## src/rtl/pc_pkg.sv

```systemverilog
// Shared definitions for the program-counter controller: default widths,
// FSM state encoding and the constant branch-target table.
package pc_pkg;

  localparam int PC_W      = 10;
  localparam int LUT_AW    = 5;
  localparam int LUT_DEPTH = 32;

  typedef enum logic [1:0] {
    IDLE = 2'd0,
    RUN  = 2'd1,
    DONE = 2'd2
  } state_e;

  // Branch targets indexed by lut_idx; unlisted entries resolve to 0.
  localparam logic [PC_W-1:0] BRANCH_TABLE [LUT_DEPTH] = '{
    3:       10'h028,
    5:       10'h3FC,
    default: 10'h000
  };

endpackage

```

## src/rtl/branch_lut.sv

```systemverilog
// Combinational branch-target lookup: maps a table index to its stored entry,
// resized to the program-counter width.
module branch_lut #(
  parameter int LUT_AW = pc_pkg::LUT_AW,
  parameter int W      = pc_pkg::PC_W
) (
  input  logic [LUT_AW-1:0] lut_idx,
  output logic [W-1:0]      entry
);
  import pc_pkg::*;

  assign entry = W'(BRANCH_TABLE[lut_idx]);

endmodule

```

## src/rtl/pc_ctrl.sv

```systemverilog
// Program-counter controller: IDLE/RUN/DONE sequencer with stall, halt and
// table-driven branches. Define PC_RELATIVE_BRANCH_EN for PC-relative targets.
module pc_ctrl #(
  parameter int PC_W   = pc_pkg::PC_W,
  parameter int LUT_AW = pc_pkg::LUT_AW
) (
  input  logic              clk,
  input  logic              reset,
  input  logic              start,
  input  logic              stall,
  input  logic              halt,
  input  logic              branch_en,
  input  logic              eq,
  input  logic [LUT_AW-1:0] lut_idx,
  output logic [PC_W-1:0]   prog_ctr,
  output logic              running,
  output logic              done,
  output logic [15:0]       cycle_ct
);
  import pc_pkg::*;

  state_e           state;
  logic [PC_W-1:0]  lut_entry;
  logic [PC_W-1:0]  branch_target;

  branch_lut #(
    .LUT_AW (LUT_AW),
    .W      (PC_W)
  ) u_branch_lut (
    .lut_idx (lut_idx),
    .entry   (lut_entry)
  );

`ifdef PC_RELATIVE_BRANCH_EN
  // The entry is a two's-complement offset; plain addition wraps modulo 2^PC_W.
  assign branch_target = prog_ctr + lut_entry;
`else
  assign branch_target = lut_entry;
`endif

  assign running = (state == RUN);
  assign done    = (state == DONE);

  // NOTE: sequential state uses non-blocking assignments so every register
  // samples pre-edge values regardless of statement order.
  always_ff @(posedge clk) begin
    if (reset) begin
      state    <= IDLE;
      prog_ctr <= '0;
      cycle_ct <= '0;
    end else begin
      case (state)
        IDLE: begin
          prog_ctr <= '0;
          if (start) begin
            state    <= RUN;
            cycle_ct <= '0;
          end
        end
        RUN: begin
          // Counts stall and halt cycles too, saturating rather than wrapping.
          if (cycle_ct != 16'hFFFF) cycle_ct <= cycle_ct + 16'd1;
          if (!stall) begin
            if (halt)                 state    <= DONE;
            else if (branch_en && eq) prog_ctr <= branch_target;
            else                      prog_ctr <= prog_ctr + PC_W'(1);
          end
        end
        DONE: begin
          if (start) begin
            state    <= RUN;
            prog_ctr <= '0;
            cycle_ct <= '0;
          end
        end
        default: begin
          state    <= IDLE;
          prog_ctr <= '0;
          cycle_ct <= '0;
        end
      endcase
    end
  end

endmodule
```

## config.mk

```make
export PLATFORM = sky130hd
export DESIGN_NAME = pc_ctrl
export DESIGN_NICKNAME = d
export VERILOG_FILES = /design/src/rtl/pc_pkg.sv /design/src/rtl/branch_lut.sv /design/src/rtl/pc_ctrl.sv
export SDC_FILE = /design/constraint.sdc
export NUM_CORES = 1
export LEC_CHECK = 0
export ABC_AREA = 1
export CAP_MARGIN = 20
export CORE_MARGIN = 2
export CORE_UTILIZATION = 30
export DETAILED_ROUTE_END_ITERATION = 10
export DONT_BUFFER_PORTS = 1
export PLACE_DENSITY = 0.4
export SLEW_MARGIN = 0
export SYNTH_ARGS = -nofsm -noshare
export SYNTH_HDL_FRONTEND = slang
export SYNTH_SLANG_ARGS = --single-unit
```

## constraint.sdc

```tcl
create_clock -name clk -period 2.3 [get_ports clk]
set_clock_uncertainty 0.2 [all_clocks]
set_input_delay 0.575 -clock clk [delete_from_list [all_inputs] [get_ports clk]]
set_output_delay 0.575 -clock clk [all_outputs]
set_load 0.01 [all_outputs]
```

# --- Yosys cells after proc, flatten, opt, wreduce, memory -nomap -nowiden ---
# Memory sizes are Yosys's and may differ from the RTL's.
# Cells that the tools add are included.
classes:
  add_sub_neg: 2
  order_cmp: 1
  n_bitwise: 1
  eq_ne: 9
  n_reduce_logical: 6
  mux: 14
ops:
  columns: ["op", "n"]
  rows:
  - ["$mux W10", 6]
  - ["$mux W16", 2]
  - ["$pmux W16 S2", 1]
  - ["$pmux W10 S2", 1]
  - ["$add A16 B1 Y16 const B", 1]
  - ["$ne A16 B16 Y1 const B", 1]
  - ["$add A10 B1 Y10 const B", 1]
  - ["$ne A2 B2 Y1 const B", 4]
  - ["$ge A6 B6 Y1 const B", 1]
  - ["$mux W2", 3]
  - ["$not A5 Y6", 1]
  - ["$reduce_and A3 Y1", 2]
  - ["$ne A2 B1 Y1 const B", 2]
  - ["$pmux W2 S2", 1]
  - ["$eq A2 B1 Y1 const B", 1]
  - ["$eq A2 B2 Y1 const B", 1]
  - ["$logic_not A2 Y1", 1]
  - ["$reduce_and A2 Y1", 1]
  - ["$reduce_or A2 Y1", 1]
  - ["$logic_and A1 B1 Y1", 1]
totals:
  reg_bits: 28
  elab_cells: 37
  n_memories: 1
  out_inout_bits: 28
  mem_bits_ro: 320
  inputBits: 12
mem_list:
  columns: ["memory", "words", "width", "rd", "rd_clocked_by_memory_dff", "wr", "line_no", "rtl"]
  rows:
  - ["(name not given)", 32, 10, 1, 0, 0, "branch_lut.sv:12", "assign entry = W'(BRANCH_TABLE[lut_idx]);"]

# --- Depth between registers and ports, before layout ---
depth:
  ltp_word: 8
  mapped_depth: 12
  mapped_depth_nobuf: 12

# --- Modules after synthesis ---
# From an unflattened synthesis, not the netlist that was laid out.
hier_totals:
  hier_cells: 296
  hier_area_um2: 1826.8
by_module_without_submodules:
  columns: ["mod", "seq_area_each_um2", "area_each_um2", "instances", "cells_each"]
  rows:
  - ["pc_ctrl", 560.5, 1727.9, 1, 279]
  - ["branch_lut", 0.0, 98.8, 1, 17]

# --- Least setup slack after synthesis ---
# Ideal clock, no wire load.
synth_timing:
  kind: "input to register"
  start: "input port start"
  end: "register cycle_ct[1]"
  slack_ps: 550
  stages: 5
  setup_time_ps: 73
  required_ps: 2027
  arrival_time_ps: 1477
  path_buffers: 0
  cell_sequence: "nor2_1 -> inv_2 -> a21oi_1 -> inv_1 -> nor3_2"
synth_between:
  elab_chain_cells: 2
synth_rtl:
  columns: ["item", "line_no", "rtl"]
  rows:
  - ["from (decl)", "pc_ctrl.sv:9", "input logic start,"]
  - ["$ne A2 B1 Y1 (no line)", null, null]
  - ["$reduce_and A2 Y1 (no line)", null, null]
  - ["to (signal assigned)", "pc_ctrl.sv:62", "if (cycle_ct != 16'hFFFF) cycle_ct <= cycle_ct + 16'd1;"]
  - ["to (decl)", "pc_ctrl.sv:18", "output logic [15:0] cycle_ct"]
# Every way passes these cells.
# A chain may end at the register's enable or synchronous reset.

# --- Final worst setup path ---
layout_timing:
  start: "register cycle_ct[0]"
  end: "register cycle_ct[8]"
layout_between:
  elab_chain_cells: 3
  word_cells_on_any_way: 6
  cone_classes: "add/sub (1); eq/ne (2); mux (2); reduce/logical (1)"
layout_rtl:
  columns: ["item", "line_no"]
  rows:
  - ["$add A16 B1 Y16 or $ne A16 B16 Y1 (tied branches)", "pc_ctrl.sv:62"]
  - ["$mux W16 or $ne A2 B1 Y1 (tied branches)", null]
  - ["$pmux W16 S2 or $reduce_and A2 Y1 (tied branches)", null]
# Several ways; a longest one is shown, not always the timed one. The select of a mux whose other input is x is not followed.

==> results.ini <==
[timing]
period_needed_ns = 2.01
hold_viol_final = 0
finalCritPeriodShare = 0.874
report.final.slew_viol_count = 0
fmax_mhz = 498
worst_pin_slew_ns = 0.428
whs_ns = 0.141
setup_ws_ns = 0.290
setup_viol = 0
slew_headroom = 0.714
finalSetupTns_ns = 0
rsz0062_at_grt = no

[logic_synthesis]
syn_area_per_cell_sq_um = 6.34
synth_area_leaders = dfxtp_1, nand2_1, nor2_1
synth.most_common_cell = nand2_1
ys_seq_elements = 28
synthFlopType = dfxtp_1
synth-seq-area-share = 0.330
ys_async_sr_fraction = 0
synth_top_area_frac = 0.330
syn_inst = 268
yosys.area.top_type = dfxtp_1
yosys_warnings = 0
synth_edf_count = 0
syn_nets = 282
ys_types = 30
syn_area_sq_mm = 0.00170
ys_top_cells_by_count = nand2_1, nor2_1, inv_1

[clock_network]
insertion_delay_ns = 0.28
cts_setup_buffers = 0
numClockSinks = 28
hold_buffers = 0
clock-root-buffer = clkbuf_8
clk_path_buf_depth = 2
clk_pin_slew_ns = 0.11
cts_buffers = 3
cts_resized = 0
cts_tree = done
h-tree-depth = 1

[floorplan]
coreArea_sq_mm = 0.00547
initial_utilization = 0.310
die_h_microns = 79.2
std_cell_rows = 27
die_area_sq_mm = 0.00628
io_pins = 40
fp.dieW_microns = 79.2

[placed_design]
dp_cells = 344
dp_hpwl_mm = 3.27
gp_congestion = 0.743
preCtsSetupSlack_ns = 0.265
port_buffers = 0

[min_path]
min_path_cells = 1
hold_end = cycle_ct[3]
hold_class = primary input to flip-flop
hold_path.startpoint = reset

[finish]
stdcell_count = 348
antenna_cells = 0
drive_gt1_frac = 0.123
area_delta_synth_final_pct = 11.3
fill_cells = 624
fin_nets = 291

[routing]
detail_route.iter0.violations = 52
wire_per_inst_microns = 12.6
wl_mm = 4.38
ant_nets = 0
vias_per_cell = 4.66
drc_errors = 0
drt_pass1_iterations = 6
dr_total_vias = 1623

[global_route]
grt_max_degree = 20
antenna_found_initial = 0
track_usage = 0.149
grt_pass1_vias = 1536
grt_pass1_wl_mm = 7.42
overflow = 0

[power]
p_leak_nw = 0.766
power_density_mw_per_mm2 = 491
p_total_mw = 0.928
ir_worst_vdd_uv = 190

[setup_path]
cp_max_fo = 16
rr_worst_depth = 10
cp-start-kind = flip-flop
crit_type = flip-flop to flip-flop
crit_arrival_ns = 2.00
cp-end-kind = flip-flop
required_ns = 2.29
reg2reg_from = cycle_ct[0]
timing.rr.end = cycle_ct[8]
reg2reg_slack_ns = 0.29

[run]
max_cap_viol_count = 0

[status]
outcome = complete, no violations

==> cells by family (layout without fill, tap and decap cells) <==
kind of cell / Yosys count / in the layout / synth area share
flops: 28 / 28 / 0.330
fa+ha+maj: 2 / 2 / 0.0147
simple gates: 163 / 163 / 0.444
compound gates: 33 / 33 / 0.110
xor+xnor: 1 / 1 / 0.00516
buf+inv: 41 / 49 / 0.0965
==> final cells by class <==
class	instances	area, sq um	share of cell area
Clock buffer	4	55.1	0.0291
Timing Repair Buffer	11	82.6	0.0437
Tap cell	72	90.1	0.0477
Sequential cell	28	561	0.297
Inverter	34	128	0.0675
Multi-Input combinational cell	199	973	0.515
==> critical path, cell delays in order, from the launching register on <==
cell and delay [ns]:
dfxtp_1 0.47, ha_1 0.26, inv_1 0.11, nor2_4 0.16
nand2_4 0.09, nor2_8 0.10, nand2_4 0.07, nand2_4 0.16
inv_2 0.11, a21oi_1 0.14, nor2_1 0.06
==> through the flow <==
step,utilization,instance area (sq um)
CTS,0.345,1890
finish,0.345,1890
global route,0.345,1890
global placement,0.335,1830
floorplan,-,1700
detailed placement,0.335,1830
==> power breakdown <==
group,internal (mW),switching [mW],total [mW],leakage (nW)
Combinational,0.0298,0.0591,0.0889,0.510
Sequential,0.495,0.0153,0.510,0.227
Clock,0.154,0.175,0.329,0.0288
Total,0.678,0.249,0.928,0.766
==> registers in the layout, indices dropped and copies added (netlist names) <==
register	cells
prog_ctr	10
state	2
cycle_ct	16
==> cell usage in the layout (no fill, tap or decap), types with 4 or more instances in the layout <==
cell      netlist  final
clkbuf_8        0      4
nor3_1          4      4
nor2_1         37     37
buf_4           0     11
nand3_1        21     21
or2_2           4      4
o21ai_0         8      8
a21oi_1        16     16
inv_1          30     30
nand2_1        77     77
nand4_1         7      7
dfxtp_1        28     28
==> how the worst max path moves through the flow <==
stage | start | to | slack [ns]
6_report | cycle_ct[0] | cycle_ct[8] | 0.29
4_1_cts | cycle_ct[0] | cycle_ct[8] | 0.25
3_5_place_dp | cycle_ct[0] | cycle_ct[8] | 0.27
5_1_grt | cycle_ct[0] | cycle_ct[8] | 0.07
2_1_floorplan | start | cycle_ct[1] | 0.55
3_3_place_gp | cycle_ct[0] | cycle_ct[8] | 0.33
==> layer usage <==
layer,global-route usage,vias to the layer above,share of wire
met5,0,-,0
met4,0.0414,0,0.010
met3,0.0273,5,0.045
met2,0.274,31,0.48
met1,0.176,719,0.47
li1,-,868,-
(Power assumes the default switching activity.)
